$ cat src/rtl/xnor_cmp_pkg.sv
// rtl/xnor_cmp_pkg.sv - shared types and helpers for the bit-serial XNOR comparator
package xnor_cmp_pkg;

    typedef enum logic [1:0] {
        IDLE = 2'd0,
        RUN  = 2'd1,
        DONE = 2'd2
    } state_t;

    // Bits needed to hold a match count of 0..width inclusive.
    function automatic int count_width(input int width);
        return $clog2(width + 1);
    endfunction

endpackage

$ cat src/rtl/xnor_serial_compare_if.sv
// rtl/xnor_serial_compare_if.sv - start/busy/done handshake and operand/result bundle
interface xnor_serial_compare_if
    import xnor_cmp_pkg::*;
#(
    parameter int WIDTH = 8
);
    localparam int CW = count_width(WIDTH);

    logic          start;
    logic [WIDTH-1:0] op_a;
    logic [WIDTH-1:0] op_b;
    logic          busy;
    logic          done;
    logic          equal;
    logic [CW-1:0] match_count;

    modport master (
        output start, op_a, op_b,
        input  busy, done, equal, match_count
    );

    modport slave (
        input  start, op_a, op_b,
        output busy, done, equal, match_count
    );

endinterface

$ cat src/rtl/xnor_gate.sv
// rtl/xnor_gate.sv - single-bit XNOR primitive
module xnor_gate (
    input  logic a,
    input  logic b,
    output logic y
);
    assign y = ~(a ^ b);
endmodule

$ cat src/rtl/xnor_serial_compare.sv
// rtl/xnor_serial_compare.sv - bit-serial equality/popcount comparator on one shared XNOR
// Optional build macro XNOR_CMP_EARLY_EXIT_EN: stop at the first mismatching bit.
module xnor_serial_compare
    import xnor_cmp_pkg::*;
#(
    parameter int WIDTH = 8
) (
    input  logic                  clk,
    input  logic                  rst_n,
    xnor_serial_compare_if.slave  bus
);
    localparam int CW = count_width(WIDTH);
    localparam int IW = $clog2(WIDTH);

    state_t           state;
    state_t           state_next;
    logic [WIDTH-1:0] sh_a;
    logic [WIDTH-1:0] sh_b;
    logic [IW-1:0]    idx;
    logic [CW-1:0]    run_cnt;
    logic             run_eq;
    logic             equal_q;
    logic [CW-1:0]    count_q;
    logic             bit_match;
    logic             last_bit;

    xnor_gate u_xnor (
        .a (sh_a[0]),
        .b (sh_b[0]),
        .y (bit_match)
    );

    assign last_bit = (idx == IW'(WIDTH - 1));

    always_ff @(posedge clk or negedge rst_n) begin
        if (!rst_n) begin
            state <= IDLE;
        end else begin
            state <= state_next;
        end
    end

    always_comb begin
        state_next = state;
        case (state)
            IDLE: if (bus.start) state_next = RUN;
            RUN: begin
`ifdef XNOR_CMP_EARLY_EXIT_EN
                if (last_bit || !bit_match) state_next = DONE;
`else
                if (last_bit) state_next = DONE;
`endif
            end
            DONE:    state_next = IDLE;
            default: state_next = IDLE;
        endcase
    end

    // Results are committed on the same edge that enters DONE, so they
    // include the bit being processed on that edge.
    always_ff @(posedge clk or negedge rst_n) begin
        if (!rst_n) begin
            sh_a    <= '0;
            sh_b    <= '0;
            idx     <= '0;
            run_cnt <= '0;
            run_eq  <= 1'b0;
            equal_q <= 1'b0;
            count_q <= '0;
        end else begin
            if (state == IDLE && bus.start) begin
                sh_a    <= bus.op_a;
                sh_b    <= bus.op_b;
                idx     <= '0;
                run_cnt <= '0;
                run_eq  <= 1'b1;
            end else if (state == RUN) begin
                sh_a    <= sh_a >> 1;
                sh_b    <= sh_b >> 1;
                idx     <= idx + 1'b1;
                run_cnt <= run_cnt + CW'(bit_match);
                run_eq  <= run_eq & bit_match;
                if (state_next == DONE) begin
                    equal_q <= run_eq & bit_match;
                    count_q <= run_cnt + CW'(bit_match);
                end
            end
        end
    end

    always_comb begin
        bus.busy        = (state == RUN);
        bus.done        = (state == DONE);
        bus.equal       = equal_q;
        bus.match_count = count_q;
    end

endmodule

$ cat src/flat_wrapper.sv
// flat-port wrapper written by rule: the top's interface ports become plain ports
module xnor_serial_compare_flat import xnor_cmp_pkg::*;
#(
    parameter int WIDTH = 8
)
  (clk, rst_n, bus_start, bus_op_a, bus_op_b, bus_busy, bus_done, bus_equal, bus_match_count);
  xnor_serial_compare_if #(.WIDTH(WIDTH)) bus_i ();
  input  logic clk;
  input  logic rst_n;
  input wire logic [$bits(bus_i.start)-1:0] bus_start;
  input wire logic [$bits(bus_i.op_a)-1:0] bus_op_a;
  input wire logic [$bits(bus_i.op_b)-1:0] bus_op_b;
  output wire logic [$bits(bus_i.busy)-1:0] bus_busy;
  output wire logic [$bits(bus_i.done)-1:0] bus_done;
  output wire logic [$bits(bus_i.equal)-1:0] bus_equal;
  output wire logic [$bits(bus_i.match_count)-1:0] bus_match_count;
  assign bus_i.start = bus_start;
  assign bus_i.op_a = bus_op_a;
  assign bus_i.op_b = bus_op_b;
  assign bus_busy = bus_i.busy;
  assign bus_done = bus_i.done;
  assign bus_equal = bus_i.equal;
  assign bus_match_count = bus_i.match_count;
  xnor_serial_compare #(.WIDTH(WIDTH)) u_core (.clk(clk), .rst_n(rst_n), .bus(bus_i));
endmodule
$ cat config.mk
export PLATFORM = sky130hd
export DESIGN_NAME = xnor_serial_compare_flat
export DESIGN_NICKNAME = d
export VERILOG_FILES = /design/src/rtl/xnor_cmp_pkg.sv /design/src/rtl/xnor_serial_compare_if.sv /design/src/rtl/xnor_gate.sv /design/src/rtl/xnor_serial_compare.sv /design/src/flat_wrapper.sv
export SDC_FILE = /design/constraint.sdc
export NUM_CORES = 1
export LEC_CHECK = 0
export CORE_MARGIN = 2
export CORE_UTILIZATION = 50
export DETAILED_ROUTE_END_ITERATION = 7
export PLACE_DENSITY_LB_ADDON = 0.3
export SYNTH_ARGS = -nofsm -noshare
export SYNTH_HDL_FRONTEND = slang
export SYNTH_SLANG_ARGS = --single-unit
$ cat constraint.sdc
create_clock -name clk -period 2.3 [get_ports clk]
set_input_delay 0.23 -clock clk [delete_from_list [all_inputs] [get_ports clk]]
set_output_delay 0.23 -clock clk [all_outputs]
set_load 0.01 [all_outputs]
Word-level counts from Yosys, hierarchy flattened:

Cells that the tools add are included.

* add/subtract/negate cells: 2
* equal/unequal tests: 4
* mux-type cells: 13
* bitwise operators: 4
* reduce and logical (&&, ||, !) cells: 4

Operator list (number)
* $mux W8: 4
* $mux W4: 2
* $mux W3: 2
* $add A4 B1 Y4: 1
* $eq A2 B2 Y1 const B: 2
* $mux W2: 2
* $pmux W2 S2: 1
* $add A3 B1 Y3 const B: 1
* $eq A3 B3 Y1 const B: 1
* $reduce_and A3 Y1: 1
* $eq A2 B1 Y1 const B: 1
* $logic_not A2 Y1: 1
* $mux W1: 2
* $not A1 Y1: 2
* $reduce_bool A2 Y1: 1
* $and A1 B1 Y1: 1
* $logic_and A1 B1 Y1: 1
* $xor A1 B1 Y1: 1

* register bits: 31
* logic and storage cells: 35

Longest topological paths before layout:

* word-level depth: 5
* depth in mapped cells: 5

Hierarchy:

A second synthesis with hierarchy kept.

* cell total of the unflattened synthesis: 147
* area, all modules: 1579.0 um^2

By module, submodules not included
* xnor_serial_compare: times used 1, cells an instance 146, area an instance 1570.3 um^2, seq. area each 775.7 um^2
* xnor_gate: times used 1, cells an instance 1, area an instance 8.8 um^2, seq. area each 0.0 um^2

Worst setup path before layout:

No wires, ideal clock.

* path type: reg-to-reg
* start point: register u_core.sh_b[0]
* end point: register u_core.run_cnt[2]
* setup time: 0.121 ns
* data arrival time: 1.447 ns
* slack: 0.732 ns
* stages on the path, launching flop included: 6
* clock period less this slack: 1.568 ns
* cells stage by stage: dfrtp_1 xnor2_1 ha_1 ha_1 mux2_2 a22o_1

* word-level cells in the longest chain between the ends: 5

RTL lines
* start, declared: line xnor_serial_compare.sv:18 `logic [WIDTH-1:0] sh_b;`
* start signal, assigned: line xnor_serial_compare.sv:73 `sh_b <= bus.op_b;`
* start signal, assigned: line xnor_serial_compare.sv:79 `sh_b <= sh_b >> 1;`
* $xor A1 B1 Y1: line xnor_gate.sv:7 `assign y = ~(a ^ b);`
* $not A1 Y1: line xnor_gate.sv:7
* $add A4 B1 Y4: line xnor_serial_compare.sv:81 `run_cnt <= run_cnt + CW'(bit_match);`
* $mux W4: line xnor_serial_compare.sv:77 `end else if (state == RUN) begin`
* $mux W4: line xnor_serial_compare.sv:71 `if (state == IDLE && bus.start) begin`
* end signal, assigned: line xnor_serial_compare.sv:81
* end, declared: line xnor_serial_compare.sv:20 `logic [CW-1:0] run_cnt;`

No other way between the ends. The select of a mux whose other input is x is not followed.
A chain may end at the register's enable or synchronous reset.

Final worst setup path:

* start point: register u_core.state[1]
* end point: output port bus_done

* word-level cells in the longest chain between the ends: 1

RTL lines
* start, declared: line xnor_serial_compare.sv:15 `state_t state;`
* start signal, assigned: line xnor_serial_compare.sv:39 `state <= state_next;`
* $eq A2 B2 Y1: line xnor_serial_compare.sv:93 `bus.done = (state == DONE);`
* end, declared: line flat_wrapper.sv:14 `output wire logic [$bits(bus_i.done)-1:0] bus_done;`

No other way between the ends.

==> summary.txt <==
Status
  – Run status: finished clean

Finish
  – # diodes: 0
  – Filler Cells Inserted: 229
  – Fraction of layout instances using a drive strength above 1: 9.804%
  – Post-layout nets: 177
  – Post-Layout Inst Area: 1688 um2
  – P&R area growth vs syn: 22.53%

Placed design
  – Post-Place Cell Area: 1647 um2
  – # port buffers: 25
  – Gp weighted congestion: 0.7321
  – Hpwl dp: 1844 um

Setup path
  – CP Capture Type: output pin
  – WS Path Type: flop to output pin
  – Worst path top cell family by delay: flip-flops
  – Slowest stage cell, crit path: dfrtp_1
  – Buffer and inverter count on the worst path: 2
  – R2r startpoint: u_core.sh_b[0]
  – CP peak stage delay: 0.79 ns
  – CP startpoint: u_core.state[1]
  – R2R Path End: u_core.run_cnt[2]
  – Flop2flop setup slack: 0.56 ns
  – Max Fanout on Critical Path: 22
  – Cell Chain, Critical Path: inv_1 -> nor2_1 -> clkdlybuf4s50_1
  – Worst reg-to-reg path cell count: 5
  – Data required, critical path: 2.07 ns
  – Critical path data arrival time: 1.92 ns
  – Startpoint Class: flop

STA
  – Post-Route Setup TNS: 0 ns
  – Rel. slew slack: 54.71%
  – Skew final: 0.01668 ns
  – Final Cycle Share: 93.57%
  – RSZ-0062 raised after global routing: false
  – Top achievable clock speed: 464.7 MHz
  – Actual slew at the worst max-slew pin: 0.6794 ns
  – Slew Viols, Final: 0
  – Fin crit period: 2.152 ns
  – Final Setup Violations: 0
  – Final hold vios: 0

Detailed routing
  – Iteration-0 DRC Markers: 22
  – Vias per cell: 5.761
  – Antenna Nets Post-Route: 0
  – WL/cell: 14.59 um
  – Vias: 1060
  – First-pass iteration count of the detailed router: 5
  – Drt total wl: 2685 um
  – Drt drc: 0

Clocking
  – Clock Latency Late Sink: 0.33 ns
  – TritonCTS clock tree: yes
  – Clock transition at path regs: 0.10 ns
  – Post-CTS setup repair buffer count: 0
  – Hold buffers post-CTS: 0
  – Sink Count: 31
  – Root buffer cell: clkbuf_4
  – Clock Tree Buf Depth: 2
  – Post-CTS sizing: 0
  – H-tree depth: 2
  – Number of buffers created by CTS: 5

Yosys
  – Yosys warnings: 0
  – Sequential cell area fraction in the yosys report: 56.31%
  – Synth top area cells: dfrtp_1 (56%), a22oi_1 (7.6%), nand2_1 (5.2%)
  – Synthesized cell area: 1378 um2
  – Syn nets: 150
  – Post-synth top area share: 56.31%
  – Netlist cell types: 23
  – Syn_area_per_cell: 10.85 um2
  – Cells after Synth: 127
  – Yosys reg bits: 31
  – Synth area leader: dfrtp_1

Global route
  – Initial antenna violation count: 0
  – First-pass GRT wire length: 4678 um
  – Largest net degree at the start of global routing: 32
  – Vias in the first global route: 1082
  – Gr usage total: 19.36%
  – Gr ovfl total: 0

Floorplan
  – DIE AREA: 3191 um2
  – # rows: 19
  – Core area: 2686 um2
  – Ports: 26
  – Die width: 56.49 um
  – Initial core utilization: 51.28%
  – Die H: 56.49 um

Pwr
  – Leakage: 0.7334 nW
  – PD cells: 1175 nW/um2
  – VDD IR max: 763.7 uV

Hold path
  – HP Class: input pin to async pin

Flow run
  – Max Cap Viol: 0
-- placed cells by master (no fill, tap or decap), drive strengths merged --
cell,n
o21bai,1
dfrtp,31
buf,4
clkbuf,6
nand3b,1
inv,3
a22oi,14
nand3,3
xnor2,2
a22o,7
nor2b,2
clkdlybuf4s50,25
or3b,1
o21ai,19
mux2,4
nor2,3
xor2,1
nand2,19
ha,4
nor3b,1
a21oi,2
-- sequential cells by signal (all words and copies together), names as in the netlist --
| register | count |
|---|---|
| u_core.run_eq | 1 |
| u_core.idx | 3 |
| u_core.sh_b | 8 |
| u_core.state | 2 |
| u_core.sh_a | 8 |
| u_core.bus.match_count | 4 |
| u_core.run_cnt | 4 |
| u_core.bus.equal | 1 |
-- final cells by class --
| type | count | area, um2 | share of cell area [%] |
|---|---|---|---|
| inverters | 3 | 11.26 | 0.6672 |
| repair buffers | 29 | 280.3 | 16.60 |
| clock buffers | 6 | 41.29 | 2.446 |
| multi-input cells | 84 | 540.5 | 32.02 |
| well taps | 31 | 38.79 | 2.298 |
| flip-flops and latches | 31 | 775.7 | 45.96 |
-- routing by layer --
| metal | global-route usage, % | share of wire, % |
|---|---|---|
| met5 | 0 | 0 |
| met4 | 7.823 | 1.0 |
| met3 | 8.295 | 6.2 |
| met2 | 29.90 | 48 |
| met1 | 23.85 | 45 |
-- metrics by stage --
stage | total power, mW | hold slack (ns) | utilization, % | setup WS, ns | instances
finish | 1.983 | 0.2789 | 62.83 | 0.1479 | 184
global route | 2.147 | 0.2901 | 62.83 | 0.01469 | 184
CTS | 2.004 | 0.2763 | 62.83 | 0.1529 | 184
detailed placement | 1.724 | 0.4690 | 61.29 | 0.5247 | 178
global placement | 1.662 | 0.4616 | 61.29 | 0.5761 | 178
floorplan | 1.448 | -0.06559 | - | 0.7324 | 127
-- worst max-delay path by stage --
stage / end / slack (ns) / depth (start not counted)
floorplan: u_core.run_cnt[2] / 0.73 / 5
global placement: u_core.sh_b[0] / 0.58 / 4
detailed placement: bus_done / 0.52 / 3
CTS: bus_done / 0.15 / 3
global route: bus_done / 0.01 / 3
finish: bus_done / 0.15 / 3
-- where the power goes --
group          internal, mW  switching, mW
combinational         0.415          0.358
clock                 0.108          0.168
sequential            0.760          0.173
-- logic make-up after synthesis --
kind of cell	synth area share, %
compound gates	20.53
xor+xnor	1.908
fa+ha+maj	3.633
buf+inv	4.451
flops	56.31
mux	3.270
simple gates	9.901
-- synthesized netlist by cell type, drive strengths merged --
library cell / number
a22oi: 14
nand3b: 1
a21oi: 2
inv: 3
nor3b: 1
nand2: 19
nor2: 3
or3b: 1
dfrtp: 31
ha: 4
xor2: 1
a22o: 7
buf: 7
mux2: 4
o21ai: 19
nor2b: 2
nand3: 3
o21bai: 1
clkbuf: 2
xnor2: 2
-- worst reg2reg max path, cell delays in order (launching register included) --
cell and delay [ns]:
dfrtp_1 0.40, xnor2_1 0.29, ha_1 0.23, ha_1 0.19
mux2_2 0.35, a22o_1 0.18
Note: power is estimated with default switching activity, not from simulation.
